$ cat src/rtl/juego_led_pkg.sv
// Shared definitions for the tug-of-war LED game core.
//   estadoT        : game FSM state encoding
//   NumLedsDefault : default LED count for the game core
package juego_led_pkg;

  localparam int unsigned NumLedsDefault = 8;

  typedef enum logic [1:0] {
    JUGANDO = 2'd0,
    GANA_A  = 2'd1,
    GANA_B  = 2'd2,
    APAGADO = 2'd3
  } estadoT;

endpackage

$ cat src/rtl/sincroniza_boton.sv
// Button conditioner: two-flop synchroniser followed by a delay flop, producing a
// single-cycle pulse on each rising edge of the synchronised button.
//   clk   : system clock, rising edge
//   reset : synchronous active-high reset, clears all three flops
//   boton : asynchronous active-high button
//   pulso : one-cycle pulse, high for the cycle after the synchronised rise
module sincroniza_boton (
  input  logic clk,
  input  logic reset,
  input  logic boton,
  output logic pulso
);

  logic s1Q, s2Q, s3Q;

  always_ff @(posedge clk) begin
    if (reset) begin
      s1Q <= 1'b0;
      s2Q <= 1'b0;
      s3Q <= 1'b0;
    end else begin
      s1Q <= boton;
      s2Q <= s1Q;
      s3Q <= s2Q;
    end
  end

  assign pulso = s2Q & ~s3Q;

endmodule

$ cat src/rtl/juego_led_contador.sv
// Tug-of-war LED game core. Player A pushes the lit LED up, player B pushes it down;
// reaching either end declares a winner, whose LED blinks for a display period
// before the block raises Apagar and waits for resetContador.
//   clk           : system clock, rising edge
//   reset         : synchronous active-high global reset (also clears button syncs)
//   resetContador : synchronous active-high game clear from the reset-decode stage
//   botonA/botonB : asynchronous active-high player buttons
//   leds          : registered LED drive
//   posicion      : registered current position
//   GanadorA/B    : registered winner flags
//   Apagar        : registered display-over flag
module juego_led_contador
  import juego_led_pkg::*;
#(
  parameter int unsigned NUM_LEDS    = NumLedsDefault,
  parameter int unsigned SHOW_CYCLES = 50_000_000,
  parameter int unsigned BLINK_HALF  = 6_250_000
) (
  input  logic                        clk,
  input  logic                        reset,
  input  logic                        resetContador,
  input  logic                        botonA,
  input  logic                        botonB,
  output logic [NUM_LEDS-1:0]         leds,
  output logic [$clog2(NUM_LEDS)-1:0] posicion,
  output logic                        GanadorA,
  output logic                        GanadorB,
  output logic                        Apagar
);

  localparam int unsigned PosW   = $clog2(NUM_LEDS);
  localparam int unsigned ShowW  = $clog2(SHOW_CYCLES + 1);
  localparam int unsigned BlinkW = $clog2(BLINK_HALF + 1);

  localparam logic [PosW-1:0]   PosMax    = PosW'(NUM_LEDS - 1);
  localparam logic [PosW-1:0]   PosInicio = PosW'(NUM_LEDS / 2);
  localparam logic [ShowW-1:0]  ShowFin   = ShowW'(SHOW_CYCLES);
  localparam logic [BlinkW-1:0] BlinkLast = BlinkW'(BLINK_HALF - 1);

  function automatic logic [NUM_LEDS-1:0] oneHot(input logic [PosW-1:0] p);
    logic [NUM_LEDS-1:0] v;
    v    = '0;
    v[p] = 1'b1;
    return v;
  endfunction

  logic pulsoA, pulsoB;

  sincroniza_boton uSincA (
    .clk   (clk),
    .reset (reset),
    .boton (botonA),
    .pulso (pulsoA)
  );

  sincroniza_boton uSincB (
    .clk   (clk),
    .reset (reset),
    .boton (botonB),
    .pulso (pulsoB)
  );

  estadoT              estadoQ, estadoD;
  logic [PosW-1:0]     posicionQ, posicionD;
  logic [NUM_LEDS-1:0] ledsQ, ledsD;
  logic                ganadorAQ, ganadorAD;
  logic                ganadorBQ, ganadorBD;
  logic                apagarQ, apagarD;
  logic [ShowW-1:0]    showQ, showD;
  logic [BlinkW-1:0]   blinkQ, blinkD;
  logic                faseQ, faseD;

  always_comb begin
    estadoD   = estadoQ;
    posicionD = posicionQ;
    ledsD     = ledsQ;
    ganadorAD = ganadorAQ;
    ganadorBD = ganadorBQ;
    apagarD   = apagarQ;
    showD     = showQ;
    blinkD    = blinkQ;
    faseD     = faseQ;

    case (estadoQ)
      JUGANDO: begin
        // Simultaneous edges cancel. The end guards never trigger in practice
        // because reaching an end leaves this state.
        if (pulsoA && !pulsoB && posicionQ != PosMax) begin
          posicionD = posicionQ + PosW'(1);
        end else if (pulsoB && !pulsoA && posicionQ != '0) begin
          posicionD = posicionQ - PosW'(1);
        end
        ledsD = oneHot(posicionD);
        if (posicionD == PosMax) begin
          estadoD   = GANA_A;
          ganadorAD = 1'b1;
          showD     = '0;
          blinkD    = '0;
          faseD     = 1'b1;
        end else if (posicionD == '0) begin
          estadoD   = GANA_B;
          ganadorBD = 1'b1;
          showD     = '0;
          blinkD    = '0;
          faseD     = 1'b1;
        end
      end

      GANA_A, GANA_B: begin
        // The counter is 0 on the entry cycle; the display ends one cycle after
        // it has spent a cycle at SHOW_CYCLES-1, i.e. once it reads SHOW_CYCLES.
        if (showQ == ShowFin) begin
          estadoD = APAGADO;
          apagarD = 1'b1;
          ledsD   = '0;
        end else begin
          showD = showQ + ShowW'(1);
          if (blinkQ == BlinkLast) begin
            blinkD = '0;
            faseD  = ~faseQ;
          end else begin
            blinkD = blinkQ + BlinkW'(1);
          end
          ledsD = faseD ? oneHot(posicionQ) : '0;
        end
      end

      APAGADO: begin
        ledsD   = '0;
        apagarD = 1'b1;
      end

      default: begin
        estadoD = JUGANDO;
      end
    endcase
  end

  // resetContador shares the reset values but leaves the synchronisers alone, so a
  // button held across a game clear does not register a new press.
  always_ff @(posedge clk) begin
    if (reset || resetContador) begin
      estadoQ   <= JUGANDO;
      posicionQ <= PosInicio;
      ledsQ     <= oneHot(PosInicio);
      ganadorAQ <= 1'b0;
      ganadorBQ <= 1'b0;
      apagarQ   <= 1'b0;
      showQ     <= '0;
      blinkQ    <= '0;
      faseQ     <= 1'b1;
    end else begin
      estadoQ   <= estadoD;
      posicionQ <= posicionD;
      ledsQ     <= ledsD;
      ganadorAQ <= ganadorAD;
      ganadorBQ <= ganadorBD;
      apagarQ   <= apagarD;
      showQ     <= showD;
      blinkQ    <= blinkD;
      faseQ     <= faseD;
    end
  end

  assign leds     = ledsQ;
  assign posicion = posicionQ;
  assign GanadorA = ganadorAQ;
  assign GanadorB = ganadorBQ;
  assign Apagar   = apagarQ;

endmodule

$ cat config.mk
export PLATFORM = sky130hd
export DESIGN_NAME = juego_led_contador
export DESIGN_NICKNAME = d
export VERILOG_FILES = /design/src/rtl/juego_led_pkg.sv /design/src/rtl/sincroniza_boton.sv /design/src/rtl/juego_led_contador.sv
export SDC_FILE = /design/constraint.sdc
export NUM_CORES = 1
export LEC_CHECK = 0
export BUFFER_PORTS_ARGS = -buffer_cell sky130_fd_sc_hd__buf_2
export CAP_MARGIN = 0
export CORE_MARGIN = 3
export CORE_UTILIZATION = 45
export DETAILED_ROUTE_END_ITERATION = 10
export GPL_TIMING_DRIVEN = 1
export PLACE_DENSITY_LB_ADDON = 0.25
export SLEW_MARGIN = 0
export SYNTH_ARGS = -nofsm -noshare
export SYNTH_HDL_FRONTEND = slang
export SYNTH_HIERARCHICAL = 1
export SYNTH_SLANG_ARGS = --single-unit
export TNS_END_PERCENT = 10
$ cat constraint.sdc
create_clock -name clk -period 3.55 [get_ports clk]
set_clock_uncertainty 0.2 [all_clocks]
set_input_delay 0.5325 -clock clk [delete_from_list [all_inputs] [get_ports clk]]
set_output_delay 0.5325 -clock clk [all_outputs]
set_load 0.005 [all_outputs]
* Word-level counts from Yosys, hierarchy flattened
Index checks and enable logic that the tools add are counted.
** Word-level totals
- Bits of input ports :: 5
- Latch bits :: 0
- Memories kept :: 0
- Output and inout port bits :: 14
- Memory bits (writable) :: 0
- Bits in read-only memories :: 0
- Word-level logic and storage cells :: 91
- Flip-flop bits (word level) :: 72
** Operators by class
- Mux-type cells :: 32
- Reductions and logical operators :: 20
- $lt $le $gt $ge :: 4
- Add/subtract/negate cells :: 4
- Equality and inequality tests :: 10
- $mul :: 0
- Bitwise operators :: 6
- Divide/modulo/power cells :: 0
- Shift-type cells :: 0
** Operators by type and width (number)
- $mux 23 :: 4
- $mux 26 :: 3
- $pmux 26 s2 :: 1
- $pmux 23 s2 :: 1
- $add 26x1->26 const B :: 1
- $eq 26x26->1 const B :: 1
- $pmux 8 s3 :: 1
- $add 23x1->23 const B :: 1
- $eq 23x23->1 const B :: 1
- $mux 8 :: 2
- $mux 1 :: 9
- $mux 3 :: 3
- $reduce_and 3->1 :: 3
- $lt 3x4->1 const B :: 2
- $demux 1 s3 :: 2
- $ge 3x1->1 const B :: 2
- $logic_and 1x1->1 :: 6
- $mux 2 :: 3
- $ne 3x3->1 const B :: 2
- $eq 2x2->1 const B :: 2
- $ne 2x2->1 const B :: 2
- $not 1->1 :: 4
- $pmux 1 s2 :: 2
- $pmux 2 s2 :: 1
- 13 further kinds :: 17

* Depth between registers and ports, before layout
- Depth after elaboration :: 13
- Mapped depth :: 11
- Gate-level depth less buffers :: 9

* Modules after synthesis
The synthesis kept the hierarchy.
** By module, submodules not included
- juego_led_contador :: instances 1, cells an instance 463, sequential area each 1321.3 um^2, area each 3716.1 um^2
- sincroniza_boton :: instances 2, cells an instance 7, sequential area each 60.1 um^2, area each 87.6 um^2

* Least setup slack after synthesis
No wires, ideal clock.
- Path type :: register to register
- Start :: reg posicionQ[1] (netlist: posicion[1])
- End :: reg blinkQ[5]
- Clock period less this slack :: 2.622 ns
- Arrival time :: 2.293 ns
- Cell stages (with the launch flop) :: 12
- Library setup time :: 0.129 ns
- Slack :: 0.928 ns
- Required time :: 3.221 ns
- Buffers on the path :: 2
- Cells stage by stage :: dfxtp_1 inv_1 ha_1 nor4b_1 a31oi_1 o22ai_2 mux2_4 o21ai_2 buf_4 buf_6 o211ai_1 o41ai_1
** On the way
- Cells in the longest elaborated chain, start to end :: 8
- Elaborated cells between the ends (all ways) :: 15
- Classes of those cells :: 2 x add/sub; 3 x eq/ne; 5 x mux; 5 x reduce/logical
** RTL lines
- from (decl) :: line juego_led_contador.sv:64 : logic [PosW-1:0] posicionQ, posicionD;
- from (signal assigned) :: line juego_led_contador.sv:144 : posicionQ <= PosInicio;
- from (signal assigned) :: line juego_led_contador.sv:154 : posicionQ <= posicionD;
- branches (longest 3 deep; another with $sub 3x1->3)
- $mux 3 (*) :: line juego_led_contador.sv:88 : if (pulsoA && !pulsoB && posicionQ != PosMax) begin
- $mux 3 (*) :: line juego_led_contador.sv:84 : case (estadoQ)
- $eq 3x3->1 / $logic_not 3->1 (equally long branches) :: line juego_led_contador.sv:94, juego_led_contador.sv:100
- $ne 3x3->1 (no source line) / $mux 23 (equally long branches)
- $reduce_and 3->1 (no source line) / $pmux 23 s2 (equally long branches)
- to (signal assigned) :: line juego_led_contador.sv:160 : blinkQ <= blinkD;
- to (decl) :: line juego_led_contador.sv:70 : logic [BlinkW-1:0] blinkQ, blinkD;
Mark *: on every way between the ends. The select of a mux whose other input is x is not followed.
A chain may end at the register's enable or synchronous reset.

* Worst setup path after layout
- Start :: reg posicionQ[1] (netlist: posicion[1])
- End :: reg blinkQ[19]
Same word-level chain as after synthesis.

==> impl_results.html <==
<table>
<tr><th>Metric</th><th>Value</th></tr>
<tr><th colspan="2">Yosys</th></tr>
<tr><td>Syn. warnings</td><td>6</td></tr>
<tr><td>Avg Cell Area, Syn</td><td>8.16 sq um</td></tr>
<tr><td>Post-synth cell types</td><td>65</td></tr>
<tr><td>Post-synth EDFFs</td><td>0</td></tr>
<tr><td>Top flip-flop cell by instance count after synthesis</td><td>dfxtp_1</td></tr>
<tr><td>Sequential area share after synthesis</td><td>37.0%</td></tr>
<tr><td>Fraction of registers with async set/reset</td><td>0%</td></tr>
<tr><td>Total nets after synthesis</td><td>491</td></tr>
<tr><td>Share of Yosys cell area claimed by the top area cell type</td><td>37.0%</td></tr>
<tr><td>Number of synthesized register bits</td><td>72</td></tr>
<tr><td>Leading cell types by total area after synthesis</td><td>dfxtp_1 (37%), a21oi_1 (4.8%), o21ai_0 (4.4%)</td></tr>
<tr><td>Dominant cell type by area after synthesis</td><td>dfxtp_1</td></tr>
<tr><td>Post-Synthesis Cells</td><td>477</td></tr>
<tr><td>Cell area after synthesis</td><td>0.00389 sq mm</td></tr>
<tr><th colspan="2">Final layout</th></tr>
<tr><td>Highest-count cells in the layout ignoring fill and taps</td><td>dfxtp_1 (71), nand2_1 (38), nor2_1 (38)</td></tr>
<tr><td>Most frequent standard cell in the layout excluding fill and tap cells</td><td>dfxtp_1</td></tr>
<tr><td>Number of nets in the layout</td><td>515</td></tr>
<tr><td>Register cell area after layout</td><td>0.00144 sq mm</td></tr>
<tr><td>Fill cells</td><td>768</td></tr>
<tr><td>Synthesis-to-finish area growth</td><td>11.2%</td></tr>
<tr><td>Area taken by multi-input logic gates</td><td>0.00232 sq mm</td></tr>
<tr><td>Number of antenna diodes</td><td>0</td></tr>
<tr><td>Layout cells sized above 1</td><td>13.8%</td></tr>
<tr><th colspan="2">Clocking</th></tr>
<tr><td>Number of buffers added by the clock tree synthesis step</td><td>9</td></tr>
<tr><td>Number of sinks on the clock net</td><td>72</td></tr>
<tr><td>Clock latency reported for the late side of the worst-skew pair</td><td>0.35 ns</td></tr>
<tr><td>Clock transition time at the flip-flop clock pins of the worst setup and hold paths</td><td>0.07 ns</td></tr>
<tr><td>Library cell used as clock root buffer</td><td>clkbuf_8</td></tr>
<tr><td>Clock Path Buffers</td><td>2</td></tr>
<tr><td>Depth of the CTS H-tree</td><td>3</td></tr>
<tr><td>CTS tree</td><td>done</td></tr>
<tr><th colspan="2">STA</th></tr>
<tr><td>Setup ws final</td><td>0.342 ns</td></tr>
<tr><td>Max Slew Vio Count</td><td>0</td></tr>
<tr><td>Highest achievable clock rate</td><td>312 MHz</td></tr>
<tr><td>Pin slew with the least headroom to its limit</td><td>0.666 ns</td></tr>
<tr><td>Max transition margin</td><td>55.3%</td></tr>
<tr><td>Unrepaired setup endpoints after global routing</td><td>no</td></tr>
<tr><td>Setup TNS</td><td>0 ns</td></tr>
<tr><td>Final setup viols</td><td>0</td></tr>
<tr><td>Shortest clock period the worst path allows after layout</td><td>3.21 ns</td></tr>
<tr><td>Number of hold violations in the final report</td><td>0</td></tr>
<tr><td>Final clock period utilization by the worst path</td><td>90.4%</td></tr>
<tr><th colspan="2">Placement</th></tr>
<tr><td>Buffers added on ports</td><td>18</td></tr>
<tr><td>Placed wire-length estimate after detailed placement</td><td>7090 microns</td></tr>
<tr><td>GP Congestion</td><td>0.844</td></tr>
<tr><td>Worst Setup Slack post-DPL</td><td>0.232 ns</td></tr>
<tr><th colspan="2">Die</th></tr>
<tr><td>Width of the die</td><td>99.0 microns</td></tr>
<tr><td>Number of ports placed on the die boundary</td><td>19</td></tr>
<tr><td>Floorplan core area</td><td>0.00830 sq mm</td></tr>
<tr><td>Die Area</td><td>0.00980 sq mm</td></tr>
<tr><td>Die extent in y</td><td>99.0 microns</td></tr>
<tr><td>Number of rows created at floorplan</td><td>33</td></tr>
<tr><td>Starting Density</td><td>46.9%</td></tr>
<tr><th colspan="2">Pwr</th></tr>
<tr><td>Pwr Density</td><td>414 mW/mm^2</td></tr>
<tr><td>Max IR drop VDD</td><td>0.243 mV</td></tr>
<tr><td>Standby leakage power</td><td>0.00150 uW</td></tr>
<tr><th colspan="2">Drt</th></tr>
<tr><td>Top Layer Used</td><td>met4</td></tr>
<tr><td>Total length of routed met2 wires</td><td>4640 microns</td></tr>
<tr><td>Wire length on met1</td><td>4640 microns</td></tr>
<tr><td>Sum of routed wire length over all layers</td><td>9970 microns</td></tr>
<tr><td>Post-DRT Antenna Nets</td><td>0</td></tr>
<tr><td>Iteration-0 DRC count of the detailed router</td><td>229</td></tr>
<tr><td>Vias post-DR</td><td>3,755</td></tr>
<tr><td>Post-route DRC violation count</td><td>0</td></tr>
<tr><td>Detailed-route wire length per cell</td><td>16.3 microns</td></tr>
<tr><td>First-pass iteration count of the detailed router</td><td>5</td></tr>
<tr><td>Drt via density</td><td>6.15</td></tr>
<tr><td>Routed length on met3</td><td>521 microns</td></tr>
<tr><th colspan="2">Global routing</th></tr>
<tr><td>Global-route wire length before repair</td><td>16,700 microns</td></tr>
<tr><td>Antenna violations before repair</td><td>0</td></tr>
<tr><td>Final global-route overflow total</td><td>0</td></tr>
<tr><td>Pin count of the biggest net entering global routing</td><td>37</td></tr>
<tr><td>Vias in the first global route</td><td>3,454</td></tr>
<tr><td>Total track usage</td><td>20.7%</td></tr>
<tr><th colspan="2">Setup path</th></tr>
<tr><td>Data arrival time of the worst path</td><td>3.23 ns</td></tr>
<tr><td>Critical-path cell list</td><td>inv_1 &gt; ha_1 &gt; nor4b_1 &gt; a31oi_1 &gt; o22ai_2 &gt; mux2i_4 &gt; a21boi_4 &gt; and4b_1 &gt; a311o_1</td></tr>
<tr><td>Endpoint class of the critical path</td><td>flip-flop</td></tr>
<tr><td>Worst path slowest cell</td><td>mux2i_4</td></tr>
<tr><td>Kind of start point of the critical path</td><td>flip-flop</td></tr>
<tr><td>Kind of cell adding the most delay to the critical path</td><td>compound AO/OA/AOI/OAI gates</td></tr>
<tr><td>Required time of the worst setup path</td><td>3.58 ns</td></tr>
<tr><td>Type of the worst setup path</td><td>reg2reg</td></tr>
<tr><td>Buffers and inverters on the worst path</td><td>1</td></tr>
<tr><td>Stage delay of the slowest cell on the critical path</td><td>0.53 ns</td></tr>
<tr><td>Maximum fanout along the worst path</td><td>15</td></tr>
<tr><th colspan="2">Hold path</th></tr>
<tr><td>Path type of the worst min-delay path</td><td>in2reg</td></tr>
<tr><th colspan="2">Job</th></tr>
<tr><td>Count of maximum capacitance violations</td><td>0</td></tr>
<tr><th colspan="2">Status</th></tr>
<tr><td>Result of the run</td><td>complete, no violations</td></tr>
</table>
synth_stat cells (3+ instances only):
cell,instances
dfxtp_1,72
nor2_1,39
nand2_1,38
a21oi_1,37
o21ai_0,34
nand3_1,28
nand4_1,17
a31oi_1,15
inv_1,15
clkbuf_1,13
nor2b_1,12
nor4_1,11
and3_1,10
ha_1,9
o211ai_1,9
a211oi_1,7
and2_1,7
a21o_1,6
o31ai_1,6
or3_1,6
xnor2_1,6
and4_1,5
nand2b_1,5
o22ai_1,4
o41ai_1,4
a21boi_2,3
buf_2,3
nand3b_1,3
nor3_1,3
nor4b_1,3
registers in the layout, indices dropped and copies added, names as in the netlist, 2 cells and up:
signal and cells:
blinkQ 23, leds 8, showQ 26, posicion 3
estadoQ 2
final cells by class:
| class | instances | area share [%] |
|---|---|---|
| sequential | 72 | 33.4 |
| inverter | 16 | 1.39 |
| clock buffer | 12 | 3.36 |
| timing repair buffer | 33 | 4.69 |
| clock inverter | 4 | 0.463 |
| multi-input combinational | 369 | 53.7 |
| tap | 105 | 3.04 |
final timing paths:
kind	startpoint	to	slack, ns	cells after the start
worst min register to register	uSincB/s1Q	uSincB/s2Q	0.24	1
worst min-delay path	botonA	uSincA/s1Q	0.19	2
worst max-delay path	posicion[1]	blinkQ[19]	0.34	9
worst max register to register	posicion[1]	blinkQ[19]	0.34	9
cell families (layout without fill, tap and decap cells):
logic type,count (synthesis),in the layout,synth area share [%]
and+or+nand+nor,203,203,28.4
AOI/OAI and AO/OA,147,147,24.9
DFF,72,72,37.0
buffers and inverters,36,65,3.89
adders and majority gates,9,9,2.89
xor gates and xnor gates,6,6,1.35
muxes,4,4,1.48
where the power goes:
part | leakage, uW | internal, uW | switching, uW
Sequential | 0.000582 | 819 | 9.07
Clock | 0.0000899 | 268 | 291
Combinational | 0.000824 | 132 | 269
Total | 0.00150 | 1220 | 570
metal layers:
metal,vias up,GRT usage [%]
li1,1841,-
met3,21,4.53
met2,108,33.5
met1,1785,27.6
met4,0,6.62
met5,-,0
repair_timing:
item | CTS | global route
setup buffers | 0 | 0
gates resized for setup | 0 | 4
hold buffers | 0 | 0
endpoints found under the setup margin | 0 | 9
through the flow:
| stage | power (uW) | hold WS [ns] | area, sq um | cells | utilization (%) |
|---|---|---|---|---|---|
| 2_1_floorplan | 1110 | 0.214 | 3890 | 477 | - |
| 3_3_place_gp | 1230 | 0.219 | 4140 | 595 | 49.8 |
| 3_5_place_dp | 1230 | 0.225 | 4140 | 595 | 49.8 |
| 4_1_cts | 1790 | 0.183 | 4300 | 611 | 51.8 |
| 5_1_grt | 1880 | 0.190 | 4330 | 611 | 52.1 |
| 6_report | 1790 | 0.191 | 4330 | 611 | 52.1 |
(Power assumes the default switching activity.)
